--- src/rtl/fifo_uart_tx_if.sv ---
// Bundle between the byte FIFO read port, the TX control input and the UART line.
// The master side (FIFO/system) drives the inputs and the slave side (transmitter) drives the rest.
interface fifo_uart_tx_if #(
  parameter int WIDTH = 8
);
  logic             tx_enable;
  logic             fifo_empty;
  logic             fifo_rd_en;
  logic [WIDTH-1:0] fifo_dout;
  logic             serial_out;
  logic             busy;

  modport master (
    output tx_enable,
    output fifo_empty,
    output fifo_dout,
    input  fifo_rd_en,
    input  serial_out,
    input  busy
  );

  modport slave (
    input  tx_enable,
    input  fifo_empty,
    input  fifo_dout,
    output fifo_rd_en,
    output serial_out,
    output busy
  );
endinterface

--- src/rtl/fifo_uart_tx.sv ---
// Pops bytes from a FIFO and serializes each as an 8N1-style UART frame (start, WIDTH data LSB first, stop).
// The FIFO read data arrives one cycle after the pop strobe, which is why a one-cycle FETCH state exists.
module fifo_uart_tx #(
  parameter int CLOCK_FREQ = 125_000_000,
  parameter int BAUD_RATE  = 115_200,
  parameter int WIDTH      = 8
) (
  input  logic                 clk,
  input  logic                 rst,
  fifo_uart_tx_if.slave        bus
);

  localparam int N  = CLOCK_FREQ / BAUD_RATE;
  localparam int CW = (N > 1) ? $clog2(N) : 1;
  localparam int BW = $clog2(WIDTH) + 1;
  localparam logic [CW-1:0] BAUD_LAST = CW'(N - 1);
  localparam logic [BW-1:0] BIT_LAST  = BW'(WIDTH - 1);

  typedef enum logic [2:0] {
    IDLE  = 3'd0,
    FETCH = 3'd1,
    START = 3'd2,
    DATA  = 3'd3,
    STOP  = 3'd4
  } state_t;

  state_t           state_q, state_d;
  logic [CW-1:0]    cnt_q, cnt_d;
  logic [BW-1:0]    bit_q, bit_d;
  logic [WIDTH-1:0] shift_q, shift_d;
  logic [WIDTH-1:0] shift_nx_s;
  logic             line_q, line_d;
  logic             busy_q, busy_d;
  logic             rd_en_s;

  // Pop is combinational so that the word is requested in the very IDLE cycle; gated by rst so reset never pops.
  assign rd_en_s    = rst && (state_q == IDLE) && !bus.fifo_empty && bus.tx_enable;
  assign shift_nx_s = shift_q >> 1;

  // Next-state and next-output logic for the frame sequencer.
  always_comb begin
    state_d = state_q;
    cnt_d   = cnt_q;
    bit_d   = bit_q;
    shift_d = shift_q;
    line_d  = line_q;
    case (state_q)
      IDLE: begin
        line_d = 1'b1;
        if (rd_en_s) begin
          state_d = FETCH;
        end else begin
          state_d = IDLE;
        end
      end
      FETCH: begin
        shift_d = bus.fifo_dout;
        line_d  = 1'b0;
        cnt_d   = '0;
        state_d = START;
      end
      START: begin
        if (cnt_q == BAUD_LAST) begin
          cnt_d   = '0;
          bit_d   = '0;
          line_d  = shift_q[0];
          state_d = DATA;
        end else begin
          cnt_d = cnt_q + CW'(1);
        end
      end
      DATA: begin
        if (cnt_q == BAUD_LAST) begin
          cnt_d = '0;
          if (bit_q == BIT_LAST) begin
            line_d  = 1'b1;
            state_d = STOP;
          end else begin
            // The shift register keeps the current bit at position 0.
            bit_d   = bit_q + BW'(1);
            shift_d = shift_nx_s;
            line_d  = shift_nx_s[0];
          end
        end else begin
          cnt_d = cnt_q + CW'(1);
        end
      end
      STOP: begin
        line_d = 1'b1;
        if (cnt_q == BAUD_LAST) begin
          cnt_d   = '0;
          state_d = IDLE;
        end else begin
          cnt_d = cnt_q + CW'(1);
        end
      end
      default: begin
        state_d = IDLE;
        cnt_d   = '0;
        bit_d   = '0;
        line_d  = 1'b1;
      end
    endcase
    busy_d = (state_d != IDLE);
  end

  // State and output registers; reset drives the line high immediately, abandoning any frame.
  always_ff @(posedge clk or negedge rst) begin
    if (!rst) begin
      state_q <= IDLE;
      cnt_q   <= '0;
      bit_q   <= '0;
      shift_q <= '0;
      line_q  <= 1'b1;
      busy_q  <= 1'b0;
    end else begin
      state_q <= state_d;
      cnt_q   <= cnt_d;
      bit_q   <= bit_d;
      shift_q <= shift_d;
      line_q  <= line_d;
      busy_q  <= busy_d;
    end
  end

  assign bus.fifo_rd_en = rd_en_s;
  assign bus.serial_out = line_q;
  assign bus.busy       = busy_q;

endmodule
--- src/flat_wrapper.sv ---
// flat-port wrapper written by rule: the top's interface ports become plain ports
module fifo_uart_tx_flat 
#(
  parameter int CLOCK_FREQ = 125_000_000,
  parameter int BAUD_RATE  = 115_200,
  parameter int WIDTH      = 8
)
  (clk, rst, bus_tx_enable, bus_fifo_empty, bus_fifo_dout, bus_fifo_rd_en, bus_serial_out, bus_busy);
  fifo_uart_tx_if #(.WIDTH(WIDTH)) bus_i ();
  input  logic clk;
  input  logic rst;
  input wire logic [$bits(bus_i.tx_enable)-1:0] bus_tx_enable;
  input wire logic [$bits(bus_i.fifo_empty)-1:0] bus_fifo_empty;
  input wire logic [$bits(bus_i.fifo_dout)-1:0] bus_fifo_dout;
  output wire logic [$bits(bus_i.fifo_rd_en)-1:0] bus_fifo_rd_en;
  output wire logic [$bits(bus_i.serial_out)-1:0] bus_serial_out;
  output wire logic [$bits(bus_i.busy)-1:0] bus_busy;
  assign bus_i.tx_enable = bus_tx_enable;
  assign bus_i.fifo_empty = bus_fifo_empty;
  assign bus_i.fifo_dout = bus_fifo_dout;
  assign bus_fifo_rd_en = bus_i.fifo_rd_en;
  assign bus_serial_out = bus_i.serial_out;
  assign bus_busy = bus_i.busy;
  fifo_uart_tx #(.CLOCK_FREQ(CLOCK_FREQ), .BAUD_RATE(BAUD_RATE), .WIDTH(WIDTH)) u_core (.clk(clk), .rst(rst), .bus(bus_i));
endmodule
--- config.mk ---
export PLATFORM = sky130hd
export DESIGN_NAME = fifo_uart_tx_flat
export DESIGN_NICKNAME = d
export VERILOG_FILES = /design/src/rtl/fifo_uart_tx_if.sv /design/src/rtl/fifo_uart_tx.sv /design/src/flat_wrapper.sv
export SDC_FILE = /design/constraint.sdc
export NUM_CORES = 1
export LEC_CHECK = 0
export BUFFER_PORTS_ARGS = -buffer_cell sky130_fd_sc_hd__buf_2
export CORE_MARGIN = 3
export CORE_UTILIZATION = 55
export DETAILED_ROUTE_END_ITERATION = 16
export GPL_TIMING_DRIVEN = 0
export PLACE_DENSITY = 0.8
export SLEW_MARGIN = 20
export SYNTH_ARGS = -nofsm -noshare
export SYNTH_HDL_FRONTEND = slang
export SYNTH_SLANG_ARGS = --single-unit
--- constraint.sdc ---
create_clock -name clk -period 3.3 [get_ports clk]
set_input_delay 0.495 -clock clk [delete_from_list [all_inputs] [get_ports clk]]
set_output_delay 0.495 -clock clk [all_outputs]
set_load 0.005 [all_outputs]
==> results.toml <==
[synth]
synth_top_family_by_area = "simple AND/OR/NAND/NOR gates"
yosys-mux-area-fraction_pct = 1.29
async_flop_share_pct = 100
synthCells = 172
yosys.area_share.xor_xnor_pct = 4.26
syn_area_um2 = 1650
ys_ff_latch = 28
synth_edf_count = 0
ys_warn_count = 0
synth.avg_cell_area_um2 = 9.57
yosysSeqAreaShare_pct = 42.7
syn-num-nets = 187
synth_fa_ha_area_share_pct = 2.28
synth-compound-area-share_pct = 15.0
synthFlopType = "dfrtp_1"
synth_cell_types = 51
yosys.area_share.simple_pct = 29.9

[worst_hold_path]
worstHoldPathType = "in2async"

[finish]
diodes = 0
syn_to_final_growth_pct = 8.21
final_cell_mix = "dfrtp_1, buf_2, nor2_1, nor3_1, nand2_1"
fillers = 242
fin_nets = 206
final_area_um2 = 1780
final_common_cell = "dfrtp_1"
drive_gt1_share_pct = 17.4

[placement]
hpwl_um = 2510
port_buffers = 14
place_area_um2 = 1750
place_congestion = 0.881

[sta]
timing.final.crit_period_ns = 2.28
final-setup-viol-count = 0
maxSlewHeadroom_pct = 52.2
tns_ns = 0
rsz0062_at_grt = "no"
skew_ns = 0.00506
final_max_slew_viol_count = 0
hold_violations = 0
fmaxAchievable_ghz = 0.439
worstMarginPinSlew_ns = 0.715
fin_crit_sh_pct = 69.1

[clock_network]
clockBufferDepth = 2
cts_hold_buf = 0
clkLatencyLatePin_ns = 0.33
cts_setup_buffers = 0
htreeDepth = 1
clk_transition_reported_paths_ns = 0.15
cts_tree = "yes"
root_buffer = "clkbuf_4"
cts_resized = 0
cts_buffers = 3
numClockSinks = 28

[global_route]
grt_pass1_wl_um = 5840
overflow = 0
grt_usage_pct = 21.3
grt_max_degree = 30
grt_pass1_vias = 1276
antenna_found_initial = 0

[worst_setup_path]
crit_buf_inv = 1
critPathKind = "reg2reg"
required_ns = 3.50
crit_family = "simple AND/OR/NAND/NOR gates"
crit_path_end_kind = "flip-flop"
crit_path_max_incr_delay_ns = 0.63
crit_arrival_ns = 2.48
slowest_stage = "a2bb2oi_1"
critPathMaxFanout = 9
path_cells = "inv_1 > ha_1 > or3b_4 > nor3_1 > a2bb2oi_1 > nor2_1"
start_kind = "flip-flop"

[flow_run]
maxCapViolations = 0

[floorplan]
die_x_um = 60.7
die_area_um2 = 3680
fp.dieH_um = 60.7
rows = 19
io_pins = 15
initial_utilization_pct = 58.7
core-area_um2 = 2810

[route]
drc = 0
routed_via_density = 6.28
wl_per_cell_um = 15.8
drtAntennaViolNets = 0
finalWirelength_um = 3500
dr.pass1.iters = 4
drt_iter0_drc = 115
vias = 1387

[power]
ir_drop_mv = 0.274
p_leak_nw = 0.775
power.density_nw_per_um2 = 531
power_w = 0.000946

[status]
status = "complete, no violations"
worst paths after layout:
check	depth (start not counted)	slack, ns	endpoint	startpoint
worst min register to register	2	0.53	u_core.shift_q[7]	u_core.shift_q[7]
worst max-delay path	6	1.02	u_core.cnt_q[10]	u_core.cnt_q[0]
max in group asynchronous	1	2.73	u_core.shift_q[4]	rst
worst min-delay path	1	0.16	u_core.cnt_q[8]	rst
worst max register to register	6	1.02	u_core.cnt_q[10]	u_core.cnt_q[0]
min in group clk	3	0.39	u_core.shift_q[7]	bus_fifo_dout[7]
final cells by class:
| type | instances | area (um2) | share of cell area (%) |
|---|---|---|---|
| repair buffers | 14 | 70.1 | 3.94 |
| multi-input cells | 126 | 867 | 48.7 |
| flip-flops and latches | 28 | 702 | 39.4 |
| inverters | 7 | 26.3 | 1.48 |
| clock buffers | 4 | 26.3 | 1.48 |
| well taps | 31 | 38.8 | 2.18 |
| plain buffers | 11 | 50.0 | 2.81 |
Yosys cell counts (all sizes together) (2+ instances only):
| library cell | count | area [um2] |
|---|---|---|
| a21oi | 8 | 40.0 |
| and3 | 3 | 23.8 |
| and3b | 2 | 17.5 |
| buf | 3 | 20.0 |
| clkbuf | 8 | 30.0 |
| dfrtp | 27 | 676 |
| ha | 3 | 37.5 |
| inv | 7 | 26.3 |
| nand2 | 11 | 41.3 |
| nand2b | 2 | 12.5 |
| nand3 | 5 | 25.0 |
| nand4 | 6 | 37.5 |
| nor2 | 12 | 45.0 |
| nor2b | 3 | 18.8 |
| nor3 | 12 | 65.1 |
| nor3b | 7 | 52.6 |
| nor4b | 5 | 75.1 |
| o21ai | 6 | 30.0 |
| o22ai | 8 | 50.1 |
| xnor2 | 4 | 35.0 |
| xor2 | 4 | 35.0 |
power by group:
part	internal (W)	switching [W]	leakage [nW]
logic	0.000145	0.000176	0.397
clock network	0.0000474	0.000102	0.0150
registers	0.000407	0.0000674	0.363
total	0.000600	0.000346	0.775
routing by layer:
layer	vias up	GRT usage, %	share of wire [%]
met5	-	0	0
met1	666	28.5	45
met3	7	3.40	4.7
li1	672	-	-
met2	42	34.0	48
met4	0	9.29	1.8
state kept, by name (all words and copies together) (netlist names):
| name | cells |
|---|---|
| u_core.shift_q | 8 |
| u_core.bit_q | 4 |
| u_core.cnt_q | 11 |
| u_core.bus.serial_out | 1 |
| u_core.state_q | 3 |
| u_core.bus.busy | 1 |
through the flow:
stage / util, % / hold WS, ns / cells / setup WS (ns)
4_1_cts: 63.5 / 0.181 / 221 / 0.980
3_5_place_dp: 62.5 / 0.500 / 217 / 1.05
5_1_grt: 63.5 / 0.181 / 221 / 0.771
2_1_floorplan: - / 0.199 / 172 / 1.29
6_report: 63.5 / 0.158 / 221 / 1.02
3_3_place_gp: 62.5 / 0.497 / 217 / 1.07
worst register-to-register path, cell delays in order, from the launching register on:
cell and delay, ns:
dfrtp_1 0.45, inv_1 0.08, ha_1 0.16, or3b_4 0.40, nor3_1 0.30, a2bb2oi_1 0.63
nor2_1 0.13
cell families after synthesis:
logic type / Yosys count
AND/OR/NAND/NOR: 76
AO/OA/AOI/OAI: 37
flip-flops: 28
buffers and inverters: 18
XOR/XNOR: 8
adder cells (fa/ha/maj): 3
multiplexers: 2
(Power assumes the default switching activity.)
